### config.mk
export PLATFORM = sky130hd
export DESIGN_NAME = memory_arbiter
export DESIGN_NICKNAME = d
export VERILOG_FILES = /design/src/rtl/memory_arbiter.sv
export SDC_FILE = /design/constraint.sdc
export NUM_CORES = 1
export LEC_CHECK = 0
export BUFFER_PORTS_ARGS = -buffer_cell sky130_fd_sc_hd__buf_2
export CAP_MARGIN = 5
export CELL_PAD_IN_SITES_DETAIL_PLACEMENT = 0
export CELL_PAD_IN_SITES_GLOBAL_PLACEMENT = 1
export CORE_MARGIN = 1.5
export CORE_UTILIZATION = 34
export DETAILED_ROUTE_END_ITERATION = 8
export PLACE_DENSITY = 0.86
export SYNTH_ARGS = -nofsm -noshare
export SYNTH_HDL_FRONTEND = slang
export SYNTH_SLANG_ARGS = --single-unit
### constraint.sdc
create_clock -name CLK -period 2.29 [get_ports CLK]
set_clock_uncertainty 0.05 [all_clocks]
set_input_delay 0.229 -clock CLK [delete_from_list [all_inputs] [get_ports CLK]]
set_output_delay 0.229 -clock CLK [all_outputs]
set_load 0.03 [all_outputs]
### src/rtl/memory_arbiter.sv
// Two-requester RAM arbiter: data accesses beat instruction fetches, with a per-access timeout.
// Optional hit counters (dcount/icount) are built when MEMORY_ARBITER_STATS_EN is defined.
module memory_arbiter #(
  parameter int TIMEOUT = 15
) (
  input  logic        CLK,
  input  logic        RST,
  input  logic        iREN,
  input  logic [31:0] iaddr,
  input  logic        dREN,
  input  logic        dWEN,
  input  logic [31:0] daddr,
  input  logic [31:0] dstore,
  output logic        ihit,
  output logic        dhit,
  output logic [31:0] iload,
  output logic [31:0] dload,
  output logic        ramREN,
  output logic        ramWEN,
  output logic [31:0] ramaddr,
  output logic [31:0] ramstore,
  input  logic [31:0] ramload,
  input  logic        ramready,
  output logic        err
`ifdef MEMORY_ARBITER_STATS_EN
  ,
  output logic [15:0] dcount,
  output logic [15:0] icount
`endif
);

  localparam int CW = (TIMEOUT < 1) ? 1 : $clog2(TIMEOUT + 1);
  localparam logic [CW-1:0] LAST_WAIT = CW'(TIMEOUT - 1);

  typedef enum logic [1:0] {IDLE, DACC, IACC} state_t;

  state_t        state;
  logic [CW-1:0] waitCnt;
  logic [31:0]   dloadQ;
  logic [31:0]   iloadQ;

  // Hits are combinational on ramready so the requester sees completion in the RAM's cycle.
  assign dhit  = (state == DACC) && ramready && !RST;
  assign ihit  = (state == IACC) && ramready && !RST;
  assign dload = (dhit && ramREN) ? ramload : dloadQ;
  assign iload = ihit ? ramload : iloadQ;

  always_ff @(posedge CLK) begin
    if (RST) begin
      state    <= IDLE;
      waitCnt  <= '0;
      err      <= 1'b0;
      ramREN   <= 1'b0;
      ramWEN   <= 1'b0;
      ramaddr  <= '0;
      ramstore <= '0;
      dloadQ   <= '0;
      iloadQ   <= '0;
    end else begin
      case (state)
        IDLE: begin
          waitCnt <= '0;
          if (dREN || dWEN) begin
            state    <= DACC;
            ramaddr  <= daddr;
            ramstore <= dstore;
            ramWEN   <= dWEN;
            ramREN   <= !dWEN;
          end else if (iREN) begin
            state   <= IACC;
            ramaddr <= iaddr;
            ramREN  <= 1'b1;
            ramWEN  <= 1'b0;
          end
        end
        DACC, IACC: begin
          if (ramready) begin
            state  <= IDLE;
            ramREN <= 1'b0;
            ramWEN <= 1'b0;
            if (dhit && ramREN) dloadQ <= ramload;
            if (ihit)           iloadQ <= ramload;
          end else begin
            waitCnt <= waitCnt + 1'b1;
            // The edge that brings the count to TIMEOUT abandons the access.
            if (waitCnt == LAST_WAIT) begin
              state  <= IDLE;
              ramREN <= 1'b0;
              ramWEN <= 1'b0;
              err    <= 1'b1;
            end
          end
        end
        default: state <= IDLE;
      endcase
    end
  end

`ifdef MEMORY_ARBITER_STATS_EN
  always_ff @(posedge CLK) begin
    if (RST) begin
      dcount <= '0;
      icount <= '0;
    end else begin
      if (dhit && dcount != 16'hFFFF) dcount <= dcount + 16'd1;
      if (ihit && icount != 16'hFFFF) icount <= icount + 16'd1;
    end
  end
`endif

endmodule

==> flow_summary_export.csv <==
group,metric,value,unit
outcome,outcome,"finished clean",
cts,htree_num_levels,4,
global_routing,antenna_found_initial,0,
timing,fin_crit_sh,0.9488,
cells_and_area,final_area,8796,um2
cells_and_area,syn_to_final_growth,37.71,%
setup_path,crit_fanout,11,
cells_and_area,fillers,1777,
timing,fin_tns_setup,0,ns
routing,ant_nets,0,
synthesis,synth-edff-count,0,
die,die_h,140.1,um
timing,worst_hold_slack,0.02233,ns
setup_path,cp_slowest_cell,"dfxtp_1",
placement,dp_hpwl,12.29,mm
cells_and_area,antenna_cells,0,
timing,setup-violations-final,0,
placement,placed_area,7866,um2
global_routing,grt_overflow,0,
cts,numCtsBuffers,17,
synthesis,yosysSeqAreaShare,0.4294,
die,die_area,19620,um2
power_and_ir_drop,finalPower,6.896,mW
setup_path,cp_slowest_stage_delay,0.33,ns
synthesis,synthTopCellsByCount,"nand2_1, dfxtp_1, a21oi_1, o21ai_0",
die,initial_core_util,0.3508,
setup_path,reg2reg_to,"ramREN$_SDFFE_PP0P_",
setup_path,crit_path_end_kind,"primary output",
synthesis,yosysTopAreaCell,"dfxtp_1",
cts,cts_tree,"yes",
setup_path,arrival,1.89,ns
timing,fmax,460.3,MHz
synthesis,yosysWarningCount,0,
cts,cts.sinks,137,
die,rows,49,
cts,cts_buffer_depth,2,
synthesis,ys_async_sr_fraction,0,
synthesis,ys.flop_type,"dfxtp_1",
synthesis,syn_area_per_cell,7.905,um2
global_routing,grt_pass1_wl,29.88,mm
hold_path,hold_path_class,"in -> reg",
routing,first_iter_violations,237,
placement,port-buffer-count,266,
setup_path,reg2reg_from,"state[0]$_SDFFE_PP0P_",
setup_path,required,2.01,ns
die,dieWidth,140.1,um
routing,drc,0,
setup_path,ff2ff_path_depth,5,
timing,min_period,2.173,ns
cells_and_area,multiInputGateArea,3287,um2
synthesis,synthesis.nets,947,
timing,final_max_slew_viol_count,0,
timing,tightest_slew,0.6658,ns
cts,clk_latency,0.41,ns
synthesis,synthTopCellsByArea,"dfxtp_1, nand2_1, a21oi_1",
routing,drtPass1Iterations,4,
routing,wl,19.08,mm
global_routing,first_global_vias,5961,
synthesis,synthCells,808,
synthesis,yosysUniqueCellTypes,42,
timing,rsz0062_at_grt,"no",
timing,hold_viol_final,0,
setup_path,critPathLaunch,"state[0]$_SDFFE_PP0P_",
power_and_ir_drop,peakVddDrop,0.0007012,V
routing,wl_per_cell,14.52,um
setup_path,crit_path_end,"iload[9]",
die,pin_count,267,
synthesis,synth_area,6387,um2
routing,vias,6460,
synthesis,synth.ff_latch_count,137,
cells_and_area,drive_above_1_share,0.3613,
cells_and_area,fin_nets,1212,
global_routing,grt.total_usage,0.1881,
synthesis,yosys.area.top_type_share,0.4294,
cells_and_area,seq_area,2743,um2
cts,clk_pin_slew,0.06,ns
routing,viasPerCell,4.916,
placement,gp_congestion,0.7929,
timing,max_slew_margin,0.5561,
setup_path,rrSetupSlack,0.51,ns
global_routing,grt_max_degree,65,
setup_path,crit_path_cell_trace,"inv_1 > ha_2 > nand3_4 > clkbuf_16 > mux2_2 > buf_2",
setup_path,crit_type,"reg -> out",
power_and_ir_drop,p_leak,4.020,nW
die,fp.coreArea,18210,um2
cts,clock-root-buffer,"clkbuf_16",
synthesis,yosysMostFrequentCell,"nand2_1",
power_and_ir_drop,cellPowerDensity,784.0,nW/um2
flow_run,drv_cap,0,
setup_path,worst_setup_path_start_kind,"register",
worst min path at each step:
stage                         startpoint                         to  slack (ns)  cells after the start
6_report                      dstore[17]  ramstore[17]$_SDFFE_PP0P_        0.02                      3
5_1_grt                       ramload[4]     iloadQ[4]$_SDFFE_PP0P_        0.02                      3
4_1_cts                       dstore[17]  ramstore[17]$_SDFFE_PP0P_       0.003                      3
3_5_place_dp   ramstore[28]$_SDFFE_PP0P_  ramstore[28]$_SDFFE_PP0P_        0.39                      2
3_3_place_gp    ramstore[8]$_SDFFE_PP0P_   ramstore[8]$_SDFFE_PP0P_        0.39                      2
2_1_floorplan                 ramload[0]     iloadQ[0]$_SDFFE_PP0P_        0.31                      2
placed cells by master (no fill, tap or decap), drive strengths merged, types with 2 or more instances in the layout:
cell and n:
and4b 3, dlygate4sd3 27, mux2 33, nand3 35
a21oi 99, clkbuf 22, clkinv 7, a311oi 33
nand4b 2, nor3 3, nor2b 2, nor2 36
buf 288, dfxtp 137, bufinv 2, clkinvlp 2
ha 5, o21ai 66, inv 7, nand2 257
worst max-delay path, delay by kind of cell, from the launching register on:
family	cells	cell delay, ns
buffers and inverters	3	0.45
DFF	1	0.33
muxes	1	0.33
adders and majority gates	1	0.22
and+or+nand+nor	1	0.15
power breakdown:
group          internal [mW]  switching (mW)
combinational          0.528            1.04
sequential              2.56          0.0837
clock                   1.62            1.07
repair_timing:
action | 4_1_cts | 5_1_grt
endpoints found under the setup margin | 22 | 45
hold buffers | 27 | 0
gates cloned | 0 | 2
hold endpoints to repair | 27 | 0
setup buffers | 1 | 1
gates resized for setup | 1 | 1
registers in the layout (all words and copies together) (netlist names):
name      cells
dloadQ       32
iloadQ       32
ramaddr      32
ramstore     32
waitCnt       4
state         2
err           1
ramREN        1
ramWEN        1
cell type report:
class / instances / area share
Multi-Input combinational cell: 593 / 0.3737
Sequential cell: 137 / 0.3118
Timing Repair Buffer: 317 / 0.2139
Clock buffer: 20 / 0.05078
Tap cell: 229 / 0.03257
Clock inverter: 11 / 0.01422
Inverter: 7 / 0.002987
kinds of logic after synthesis:
group                    after synthesis  share of synthesized area
AO/OA/AOI/OAI                        210                     0.2223
adder cells (fa/ha/maj)                5                   0.009794
buffers and inverters                 78                    0.05877
flip-flops                           137                     0.4294
multiplexers                          34                    0.05975
AND/OR/NAND/NOR                      344                     0.2200
through the flow:
step	utilization	std cells	setup WS, ns
final	0.4831	1314	0.1173
after floorplan	-	808	0.4968
after CTS	0.4798	1311	0.05253
after global routing	0.4831	1314	0.02056
after detailed placement	0.4320	1252	0.3187
after global placement	0.4320	1252	0.3818
routing by layer:
metal,up-vias,global-route usage,routed length (um)
li1,3279,-,-
met1,2942,0.2296,8273
met5,-,0,0
met4,0,0.06814,374
met2,210,0.3181,9237
met3,29,0.05128,1193
(Power assumes the default switching activity.)
